--- src/rtl/bird_datapath.sv ---
// bird_datapath: per-frame erase / update / repaint of a 4x4 bird sprite.
//
// A frame_tick starts a redraw: the old sprite is erased, bird_y is moved
// according to the latched bird FSM mode, and the sprite is repainted at its
// new position. Also tracks the flap lift budget (rise_cnt) and reports it to
// the bird FSM through flag.
//
// Ports
//   clk, resetn       clock, synchronous active-low reset
//   state_in[2:0]     bird FSM state (010 START, 110 RAISING, 011 FALLING,
//                     001 STOP, 111 DRAW)
//   frame_tick        one-cycle frame strobe
//   key_press         one-cycle flap request
//   x[7:0], y[6:0]    pixel coordinate to plot
//   colour[2:0]       pixel colour
//   plot              pixel write enable
//   bird_y[6:0]       current sprite top row
//   flag              lift request back to the bird FSM
//   at_floor          bird_y is on the floor row (116)
//   draw_done         one-cycle pulse at the end of each redraw
//
// Sequencer states
//   state  | meaning
//   IDLE   | waiting for frame_tick
//   ERASE  | 16 cycles plotting the sprite in background colour at old bird_y
//   UPDATE | 1 cycle, apply motion for the latched mode
//   PAINT  | 16 cycles plotting the sprite at the new bird_y
//   DONE   | 1 cycle, draw_done pulse

module bird_datapath #(
   parameter int unsigned BIRD_X      = 40,
   parameter int unsigned START_Y     = 60,
   parameter int unsigned RISE_STEP   = 2,
   parameter int unsigned FALL_STEP   = 1,
   parameter int unsigned TOP_Y       = 8,
   parameter int unsigned RISE_FRAMES = 6
) (
   input  logic       clk,
   input  logic       resetn,
   input  logic [2:0] state_in,
   input  logic       frame_tick,
   input  logic       key_press,
   output logic [7:0] x,
   output logic [6:0] y,
   output logic [2:0] colour,
   output logic       plot,
   output logic [6:0] bird_y,
   output logic       flag,
   output logic       at_floor,
   output logic       draw_done
);

   localparam logic [2:0] M_START   = 3'b010;
   localparam logic [2:0] M_RAISING = 3'b110;
   localparam logic [2:0] M_FALLING = 3'b011;
   localparam logic [2:0] M_STOP    = 3'b001;
   localparam logic [2:0] M_DRAW    = 3'b111;

   localparam logic [7:0] BIRD_X_W   = 8'(BIRD_X);
   localparam logic [6:0] START_Y_W  = 7'(START_Y);
   localparam logic [7:0] RISE_W     = 8'(RISE_STEP);
   localparam logic [7:0] FALL_W     = 8'(FALL_STEP);
   localparam logic [6:0] TOP_Y_W    = 7'(TOP_Y);
   localparam logic [2:0] RISE_FR_W  = 3'(RISE_FRAMES);
   localparam logic [6:0] FLOOR_Y    = 7'd116;
   localparam logic [7:0] FLOOR_Y_W  = 8'd116;

   typedef enum logic [2:0] {
      S_IDLE,
      S_ERASE,
      S_UPDATE,
      S_PAINT,
      S_DONE
   } seq_t;

   seq_t       seq, seq_nxt;
   logic [3:0] cnt;
   logic [2:0] mode;
   logic [2:0] rise_cnt;
   logic [6:0] y_motion;
   logic [7:0] y_dec, y_inc;

   // state register
   always_ff @(posedge clk) begin
      if (!resetn) seq <= S_IDLE;
      else         seq <= seq_nxt;
   end

   // next-state logic; frame_tick outside IDLE is dropped, not queued
   always_comb begin
      seq_nxt = seq;
      case (seq)
         S_IDLE:   if (frame_tick) seq_nxt = S_ERASE;
         S_ERASE:  if (cnt == 4'd15) seq_nxt = S_UPDATE;
         S_UPDATE: seq_nxt = S_PAINT;
         S_PAINT:  if (cnt == 4'd15) seq_nxt = S_DONE;
         S_DONE:   seq_nxt = S_IDLE;
         default:  seq_nxt = S_IDLE;
      endcase
   end

   // output logic
   always_comb begin
      plot      = 1'b0;
      colour    = 3'b000;
      draw_done = 1'b0;
      case (seq)
         S_ERASE: plot = 1'b1;
         S_PAINT: begin
            plot   = 1'b1;
            colour = (mode == M_STOP) ? 3'b100 : 3'b110;
         end
         S_DONE:  draw_done = 1'b1;
         default: ;
      endcase
   end

   // row-major walk over the 4x4 sprite
   assign x = BIRD_X_W + {6'd0, cnt[1:0]};
   assign y = bird_y + {5'd0, cnt[3:2]};

   // 8-bit intermediates: bit 7 set after the subtract means it went below 0
   always_comb begin
      y_dec    = {1'b0, bird_y} - RISE_W;
      y_inc    = {1'b0, bird_y} + FALL_W;
      y_motion = bird_y;
      case (mode)
         M_START:   y_motion = START_Y_W;
         M_RAISING: y_motion = y_dec[7] ? 7'd0 : y_dec[6:0];
         M_FALLING: y_motion = (y_inc > FLOOR_Y_W) ? FLOOR_Y : y_inc[6:0];
         default:   y_motion = bird_y;
      endcase
   end

   always_ff @(posedge clk) begin
      if (!resetn) begin
         cnt      <= 4'd0;
         mode     <= M_START;
         bird_y   <= START_Y_W;
         rise_cnt <= 3'd0;
         flag     <= 1'b0;
         at_floor <= 1'b0;
      end else begin
         if (seq == S_ERASE || seq == S_PAINT) cnt <= cnt + 4'd1;
         else                                  cnt <= 4'd0;

         // DRAW is a transient bird-FSM state; keep the last motion mode
         if (state_in != M_DRAW) mode <= state_in;

         if (seq == S_UPDATE) bird_y <= y_motion;

         if (mode == M_STOP)
            rise_cnt <= 3'd0;
         else if (key_press)
            rise_cnt <= RISE_FR_W;
         else if (seq == S_UPDATE && mode == M_RAISING && rise_cnt != 3'd0)
            rise_cnt <= rise_cnt - 3'd1;

         flag     <= (rise_cnt != 3'd0) && (bird_y > TOP_Y_W);
         at_floor <= (bird_y == FLOOR_Y);
      end
   end

endmodule

--- config.mk ---
export PLATFORM = sky130hd
export DESIGN_NAME = bird_datapath
export DESIGN_NICKNAME = d
export VERILOG_FILES = /design/src/rtl/bird_datapath.sv
export SDC_FILE = /design/constraint.sdc
export NUM_CORES = 1
export LEC_CHECK = 0
export CAP_MARGIN = 20
export CELL_PAD_IN_SITES_DETAIL_PLACEMENT = 1
export CELL_PAD_IN_SITES_GLOBAL_PLACEMENT = 1
export CORE_UTILIZATION = 35
export CTS_CLUSTER_DIAMETER = 150
export DETAILED_ROUTE_END_ITERATION = 16
export PLACE_DENSITY_LB_ADDON = 0.2
export SKIP_LAST_GASP = 1
export SLEW_MARGIN = 25
export SYNTH_ARGS = -nofsm -noshare
export SYNTH_HDL_FRONTEND = slang
export SYNTH_SLANG_ARGS = --single-unit
--- constraint.sdc ---
create_clock -name clk -period 2.6 [get_ports clk]
set_clock_uncertainty 0.1 [all_clocks]
set_input_delay 0.52 -clock clk [delete_from_list [all_inputs] [get_ports clk]]
set_output_delay 0.52 -clock clk [all_outputs]
set_load 0.005 [all_outputs]
==> results of run 1 <==
==> worst max-delay path, cell delays in order (launching register included) <==
cell	delay [ps]
dfxtp_1	460
nor2b_1	280
and2_1	200
o21a_1	130
clkdlybuf4s50_1	500
==> cell usage after synthesis (2+ instances only) <==
library cell	instances	share of area (%)
dfxtp_1	22	29
nand2_1	22	5.4
inv_1	13	3.2
buf_4	11	5.4
nand3_1	10	3.3
nor2_1	10	2.4
a21oi_1	9	2.9
ha_1	9	7.3
nor3_1	9	2.9
o21ai_0	9	2.9
nand4_1	7	2.9
xnor2_1	7	4.0
xor2_1	5	2.9
and3_1	4	1.6
clkbuf_1	4	0.98
a31oi_1	3	1.2
nor2b_1	3	1.2
nor3b_1	3	1.5
and3b_1	2	1.1
conb_1	2	0.49
nand3b_1	2	0.98
o21ai_2	2	1.1
or3_1	2	0.81
==> per-layer routing <==
layer / wire length (um) / part of all wire [%]
met2: 2120 / 50
met5: 0 / 0
met3: 140 / 3.3
met1: 1970 / 46
met4: 19 / 0.45
==> worst max path at each step <==
stage	slack, ps	depth (start not counted)	start	endpoint
floorplan	480	5	bird_y[0]	y[6]
global placement	120	6	bird_y[0]	y[6]
detailed placement	70	6	bird_y[0]	y[6]
CTS	80	5	bird_y[0]	y[2]
global route	8	7	bird_y[2]	bird_y[0]
finish	140	4	seq[0]	colour[1]
==> sequential cells by signal, indices dropped and copies added, names as in the netlist <==
signal	cells
rise_cnt	3
cnt	4
seq	3
bird_y	7
mode	3
at_floor	1
flag	1
==> power groups by stage <==
stage               Combinational, mW  Clock (mW)  Sequential, mW
global placement               0.0552           0           0.363
finish                         0.0576       0.253           0.356
floorplan                      0.0405           0           0.360
detailed placement             0.0580           0           0.364
global route                   0.0648       0.276           0.358
CTS                            0.0583       0.263           0.356
==> per-stage QoR <==
step           setup WS [ps]  power, mW  util [%]  hold slack, ps  std cells
2_1_floorplan            484      0.401         -             330        198
3_3_place_gp             122      0.419      44.7             343        266
3_5_place_dp            74.4      0.422      44.7             370        266
4_1_cts                 78.5      0.678      46.1             391        270
5_1_grt                 7.59      0.699      46.2             407        270
6_report                 143      0.667      46.2             375        270
==> final cells by class <==
| type | count | area [sq um] | area share (%) |
|---|---|---|---|
| Multi-Input combinational cell | 147 | 971 | 51.1 |
| Sequential cell | 22 | 440 | 23.2 |
| Timing Repair Buffer | 34 | 323 | 17.0 |
| Tap cell | 50 | 62.6 | 3.29 |
| Clock buffer | 4 | 55.1 | 2.90 |
| Inverter | 13 | 48.8 | 2.57 |
==> kinds of logic after synthesis <==
| family | after synthesis |
|---|---|
| AOI/OAI and AO/OA | 38 |
| other | 2 |
| DFF | 22 |
| buffers and inverters | 29 |
| xor gates and xnor gates | 12 |
| and+or+nand+nor | 80 |
| adders and majority gates | 10 |
==> timing repair <==
item / in CTS / in global routing
pin swaps: 0 / 0
setup endpoints to repair: 4 / 1
gates cloned: 0 / 0
gates resized for setup: 6 / 1
==> results_dict.tcl, run 1 <==
set metrics [dict create \
    cts_hold_buf 0 \
    avgRoutedWirePerCell_um 15.7 \
    diodes 0 \
    seq_power_share_pct 53.4 \
    r2r-end "bird_y[0]" \
    finalHoldViolCount 0 \
    htree_levels 1 \
    min_period_over_period_pct 94.5 \
    cp.arrival_ps 1840 \
    synth_top_family_by_area "simple AND/OR/NAND/NOR gates" \
    internal_power_mw 0.508 \
    gp_congestion 0.854 \
    r2r_slack_ps 230 \
    yosys.area_share.simple_pct 27.9 \
    clock-sinks 22 \
    grtUsageMet2_pct 35.8 \
    io_buffer_count 28 \
    antenna_found_initial 0 \
    synthCells 193 \
    grt_util_all_layers_pct 20.3 \
    hold_class "reg -> reg" \
    reg2reg_depth 7 \
    drive_gt1_share_pct 9.09 \
    status "complete, no violations" \
    crit_path_max_fanout 5 \
    setup_viol 0 \
    fmaxAchievable_mhz 407 \
    swShare_pct 23.8 \
    timing.slew.headroom_pct 63.8 \
    yosys_warnings 0 \
    coreArea_sq_mm 0.00412 \
    min_path_cells 1 \
    clk_latency_ps 270 \
    met3_usage_pct 3.67 \
    synth_fa_ha_area_share_pct 8.63 \
    rsz0062_at_grt "no" \
    worst_pin_slew_ps 542 \
    dp_hpwl_mm 3.35 \
    cp-start-kind "flop" \
    power_frac_clock_pct 37.9 \
    start_util_pct 37.3 \
    yosys_most_used_dff "dfxtp_1" \
    placed_area_sq_mm 0.00184 \
    crit-reg2reg-launch "bird_y[2]" \
    hold_end "cnt[0]" \
    grt_pass1_wl_mm 7.00 \
    synth_async_sr_flop_share_pct 0 \
    final_cell_mix "clkdlybuf4s50_1 (23), nand2_1 (22), dfxtp_1 (22)" \
    via_count 1438 \
    synth_seq_area_share_pct 28.7 \
    p_sw_mw 0.159 \
    syn2layout_area_growth_pct 23.7 \
    grt_max_degree 17 \
    end_kind "output pin" \
    cts_made_buffers 3 \
    use_met1_pct 25.8 \
    synth_cell_types 46 \
    drtIter0Drc 98 \
    final_nets 238 \
    ys_seq_elements 22 \
    fp-row-count 23 \
    wirelength_mm 4.25 \
    slew_violations 0 \
    drv_cap 0 \
    die_h_um 68.3 \
    synth_edf_count 0 \
    min_from "cnt[0]" \
    cellLeakagePower_nw 0.770 \
    busiest_layer "met2" \
    die_w_um 68.3 \
    ioPinCount 36 \
    synth_compound_area_share_pct 17.7 \
    cts_tree "yes" \
    required_ps 1980 \
    ant_nets 0 \
    drc 0 \
    period_minus_slack_ps 2460 \
    die_area_sq_mm 0.00466 \
    fillCellCount 499 \
    first_pass_iters 4 \
    synth.mux.area_fraction_pct 0 \
    final_common_cell "clkdlybuf4s50_1" \
    postSynthAreaPerCell_sq_um 7.96 \
    peakVddDrop_mv 0.270 \
    viasPerCell 5.33 \
    clkTransAtPathRegs_ps 90 \
    root_buffer "clkbuf_8" \
    cts_setup_buffers 0 \
    tns_ps 0 \
    fin_area_sq_mm 0.00190 \
    clk_path_buf_depth 2 \
    p_per_area_mw_per_mm2 351 \
    gr-total-overflow 0 \
    synth_xor_area_share_pct 6.84 \
    critPathKind "reg -> out" \
    p_comb_share_pct 8.6 \
    netlist_area_sq_mm 0.00154 \
    grt_pass1_vias 1444 \
]
No activity file was read; power rests on OpenSTA's default activity.
==> inputs of run 2 (changes only) <==
--- a/config.mk
+++ b/config.mk
@@ -9,9 +9,9 @@
 export CELL_PAD_IN_SITES_DETAIL_PLACEMENT = 1
 export CELL_PAD_IN_SITES_GLOBAL_PLACEMENT = 1
 export CORE_UTILIZATION = 35
-export CTS_CLUSTER_DIAMETER = 150
+export CTS_CLUSTER_DIAMETER = 40
 export DETAILED_ROUTE_END_ITERATION = 16
-export PLACE_DENSITY_LB_ADDON = 0.2
+export PLACE_DENSITY_LB_ADDON = 0.1
 export SKIP_LAST_GASP = 1
 export SLEW_MARGIN = 25
 export SYNTH_ARGS = -nofsm -noshare
==> results_dict.tcl, run 2 (synthesis results as in run 1) <==
set metrics [dict create \
    status "complete, no violations" \
    reg2reg_depth 8 \
    min_path_cells 1 \
    viasPerCell 5.35 \
    cts_hold_buf 0 \
    clk_latency_ps 260 \
    min_period_over_period_pct 96.4 \
    gr-total-overflow 0 \
    clk_path_buf_depth 2 \
    dp_hpwl_mm 3.31 \
    coreArea_sq_mm 0.00412 \
    final_nets 241 \
    final_cell_mix "clkdlybuf4s50_1 (24), nand2_1 (22), dfxtp_1 (21)" \
    cts_made_buffers 3 \
    drtIter0Drc 69 \
    ant_nets 0 \
    syn2layout_area_growth_pct 26.1 \
    met3_usage_pct 2.00 \
    grtUsageMet2_pct 35.2 \
    largest_register_ffs 7 \
    cp_cell_sequence "ha_1 > inv_1 > fa_2 > xnor2_1 > clkdlybuf4s50_1" \
    fmaxAchievable_mhz 399 \
    cellLeakagePower_nw 0.792 \
    htree_levels 1 \
    hold_end "cnt[0]" \
    diodes 0 \
    fin_ws_ps 94.0 \
    final_common_cell "clkdlybuf4s50_1" \
    worst_path_max_delay_cell "clkdlybuf4s50_1" \
    min_from "cnt[0]" \
    use_met1_pct 26.7 \
    die_area_sq_mm 0.00466 \
    die_h_um 68.3 \
    fp-row-count 23 \
    drive_gt1_share_pct 11.7 \
    crit_path_max_fanout 3 \
    crit-reg2reg-launch "bird_y[2]" \
    die_w_um 68.3 \
    grt_pass1_wl_mm 7.06 \
    cpPeakStageDelay_ps 520 \
    grt_max_degree 14 \
    top_regs "bird_y x7, cnt x4" \
    root_buffer "clkbuf_8" \
    top_register "bird_y" \
    grt_util_all_layers_pct 20.3 \
    end_kind "output pin" \
    finalHoldViolCount 0 \
    io_buffer_count 28 \
    wirelength_mm 4.29 \
    busiest_layer "met2" \
    slew_violations 0 \
    antenna_found_initial 0 \
    total_power_mw 0.736 \
    timing.slew.headroom_pct 66.1 \
    required_ps 1980 \
    critPathKind "reg -> out" \
    cp-start-kind "flop" \
    p_per_area_mw_per_mm2 380 \
    worst_pin_slew_ps 508 \
    cp.arrival_ps 1890 \
    clkTransAtPathRegs_ps 80 \
    hold_class "reg -> reg" \
    peakVddDrop_mv 0.151 \
    ioPinCount 36 \
    clock-sinks 22 \
    drc 0 \
    r2r_slack_ps 300 \
    dpl_worst_slack_ps -10.4 \
    setup_viol 0 \
    rsz0062_at_grt "no" \
    avgRoutedWirePerCell_um 15.7 \
    period_minus_slack_ps 2510 \
    gp_congestion 0.811 \
    grt_pass1_vias 1468 \
    start_util_pct 37.3 \
    drv_cap 0 \
    first_pass_iters 4 \
    via_count 1460 \
    r2r-end "bird_y[0]" \
    cts_tree "yes" \
]
## run 2: power breakdown
| group | internal, mW | switching, mW | total [mW] |
|---|---|---|---|
| clock network | 0.206 | 0.118 | 0.323 |
| registers | 0.345 | 0.0105 | 0.356 |
| logic | 0.0272 | 0.0293 | 0.0565 |
## run 2: stage by stage
stage          utilization (%)  setup TNS (ps)  cell area, sq um  instances  hold slack (ps)
2_1_floorplan                -               0              1560        198              330
3_3_place_gp              44.9               0              1850        267              341
3_5_place_dp              44.9           -10.4              1850        267              360
4_1_cts                   47.0           -1.60              1930        272              382
5_1_grt                   47.1               0              1940        273              433
6_report                  47.1               0              1940        273              381
## run 2: critical path: cells and delay by family, from the launching register on
kind / cells / cell delay (ps)
xor+xnor: 1 / 150
fa+ha+maj: 2 / 540
buf+inv: 2 / 580
flops: 1 / 340
## run 2: worst max path at each step
stage / slack (ps) / startpoint / cells past startpoint / end
final: 90 / bird_y[0] / 5 / y[2]
after CTS: -2 / bird_y[0] / 7 / y[6]
after global routing: 20 / bird_y[0] / 5 / y[2]
after detailed placement: -10 / cnt[2] / 6 / y[6]
after floorplan: 480 / bird_y[0] / 5 / y[6]
after global placement: 140 / bird_y[0] / 6 / y[6]
## run 2: timing repair
action | in CTS | in global routing
endpoints found under the setup margin | 5 | 3
pin swaps | 2 | 1
setup buffers | 1 | 1
resized for setup | 8 | 2
## run 2: per-layer routing
layer / routed length (um) / vias to the layer above
li1: - / 717
met1: 2040 / 702
met2: 2080 / 36
met3: 130 / 5
met4: 38 / 0
met5: 0 / -
## run 2: layout make-up
| class | instances | area, sq um |
|---|---|---|
| fillers | 519 | 2180 |
| well taps | 50 | 62.6 |
| repair buffers | 37 | 339 |
| inverters | 13 | 48.8 |
| flip-flops and latches | 22 | 442 |
| multi-input cells | 147 | 973 |
| clock buffers | 3 | 41.3 |
| clock inverters | 1 | 30.0 |
==> inputs of run 3 (changes only) <==
--- a/config.mk
+++ b/config.mk
@@ -12,6 +12,7 @@
 export CTS_CLUSTER_DIAMETER = 40
 export DETAILED_ROUTE_END_ITERATION = 16
 export PLACE_DENSITY_LB_ADDON = 0.1
+export SETUP_SLACK_MARGIN = 0.1
 export SKIP_LAST_GASP = 1
 export SLEW_MARGIN = 25
 export SYNTH_ARGS = -nofsm -noshare
==> results_dict.tcl, run 3 (synthesis results as in run 1) <==
set metrics [dict create \
    diodes 0 \
    cp-start-kind "flop" \
    swShare_pct 21.4 \
    first_pass_iters 4 \
    drtIter0Drc 82 \
    die_w_um 68.3 \
    critPathKind "reg -> out" \
    fmaxAchievable_mhz 407 \
    grt_pass1_wl_mm 7.06 \
    grt_pass1_vias 1468 \
    gp_congestion 0.811 \
    final_cells 274 \
    total_power_mw 0.736 \
    required_ps 1980 \
    cpLargestDelayFamily "adder cells" \
    coreArea_sq_mm 0.00412 \
    worst_pin_slew_ps 540 \
    power_frac_clock_pct 43.9 \
    clk_latency_ps 260 \
    p_comb_share_pct 7.7 \
    htree_levels 1 \
    dp_hpwl_mm 3.31 \
    cp_cell_sequence "ha_1 > inv_1 > fa_2 > buf_4 > nor2_2 > xor2_1 > dlygate4sd2_1" \
    end_kind "output pin" \
    dp.cells 267 \
    slew_violations 0 \
    cp_num_buf_inv 3 \
    via_count 1471 \
    clock-sinks 22 \
    cpPeakStageDelay_ps 370 \
    setup_viol 0 \
    ant_nets 0 \
    top_register "bird_y" \
    clkTransAtPathRegs_ps 80 \
    syn2layout_area_growth_pct 27.0 \
    cts_made_buffers 3 \
    final_cell_mix "nand2_1 (22), clkdlybuf4s50_1 (22), dfxtp_1 (20)" \
    drive_gt1_share_pct 13.4 \
    cp.arrival_ps 1840 \
    drv_cap 0 \
    grt_util_all_layers_pct 20.3 \
    fillCellCount 518 \
    seq_area_sq_um 443 \
    tns_ps 0 \
    start_util_pct 37.3 \
    grt_max_degree 14 \
    status "complete, no violations" \
    p_per_area_mw_per_mm2 377 \
    io_buffer_count 28 \
    crit_path_max_fanout 3 \
    drc 0 \
    internal_power_mw 0.579 \
    ioPinCount 36 \
    avgRoutedWirePerCell_um 15.8 \
    cts_hold_buf 0 \
    die_h_um 68.3 \
    wirelength_mm 4.34 \
    worst_path_max_delay_cell "fa_2" \
    final_nets 242 \
    period_minus_slack_ps 2460 \
    p_sw_mw 0.157 \
    rsz0062_at_grt "yes" \
    top_regs "bird_y x7, cnt x4" \
    die_area_sq_mm 0.00466 \
    peakVddDrop_mv 0.162 \
    cts_tree "yes" \
    finalHoldViolCount 0 \
    clk_path_buf_depth 2 \
    root_buffer "clkbuf_8" \
    cellLeakagePower_nw 0.814 \
    antenna_found_initial 0 \
    gr-total-overflow 0 \
    largest_register_ffs 7 \
    fp-row-count 23 \
    hold_class "reg -> reg" \
    seq_power_share_pct 48.4 \
    timing.slew.headroom_pct 63.9 \
    min_period_over_period_pct 94.6 \
    multi_input_area_sq_um 978 \
    viasPerCell 5.37 \
]
==> run 3: worst paths after layout <==
path	start	end	slack [ps]	depth (start not counted)
max	bird_y[0]	y[4]	140	7
min	cnt[0]	cnt[0]	380	1
max reg2reg	bird_y[2]	bird_y[0]	330	7
min reg2reg	cnt[0]	cnt[0]	380	1
==> run 3: area by class of cell <==
class | count | area share [%]
clock buffers | 3 | 2.12
multi-input cells | 147 | 50.1
well taps | 50 | 3.21
repair buffers | 38 | 17.8
flip-flops and latches | 22 | 22.7
inverters | 13 | 2.50
clock inverters | 1 | 1.54
==> run 3: repair_timing <==
item / CTS / global route
resized for setup: 9 / 6
pin swaps: 2 / 1
setup endpoints to repair: 5 / 4
gates cloned: 0 / 0
setup buffers: 1 / 2
==> run 3: per-layer routing <==
metal | up-vias | part of all wire, % | GRT usage [%]
li1 | 719 | - | -
met1 | 711 | 46 | 26.7
met2 | 36 | 50 | 35.2
met3 | 5 | 3.3 | 2.00
met4 | 0 | 0.88 | 4.69
met5 | - | 0 | 0
==> run 3: power groups by stage <==
| stage | clock, mW | combinational, mW | sequential, mW |
|---|---|---|---|
| detailed placement | 0 | 0.0568 | 0.364 |
| global route | 0.343 | 0.0642 | 0.358 |
| CTS | 0.331 | 0.0572 | 0.356 |
| global placement | 0 | 0.0549 | 0.363 |
| floorplan | 0 | 0.0405 | 0.360 |
| finish | 0.323 | 0.0569 | 0.356 |
==> run 3: stage by stage <==
stage                     setup WS [ps]  utilization [%]  area [sq um]  hold slack [ps]
after floorplan                     484                -          1560              330
after global placement              142             44.9          1850              341
after detailed placement          -10.4             44.9          1850              360
after CTS                         -1.60             46.9          1930              382
after global routing               58.7             47.4          1950              433
final                               141             47.4          1950              381
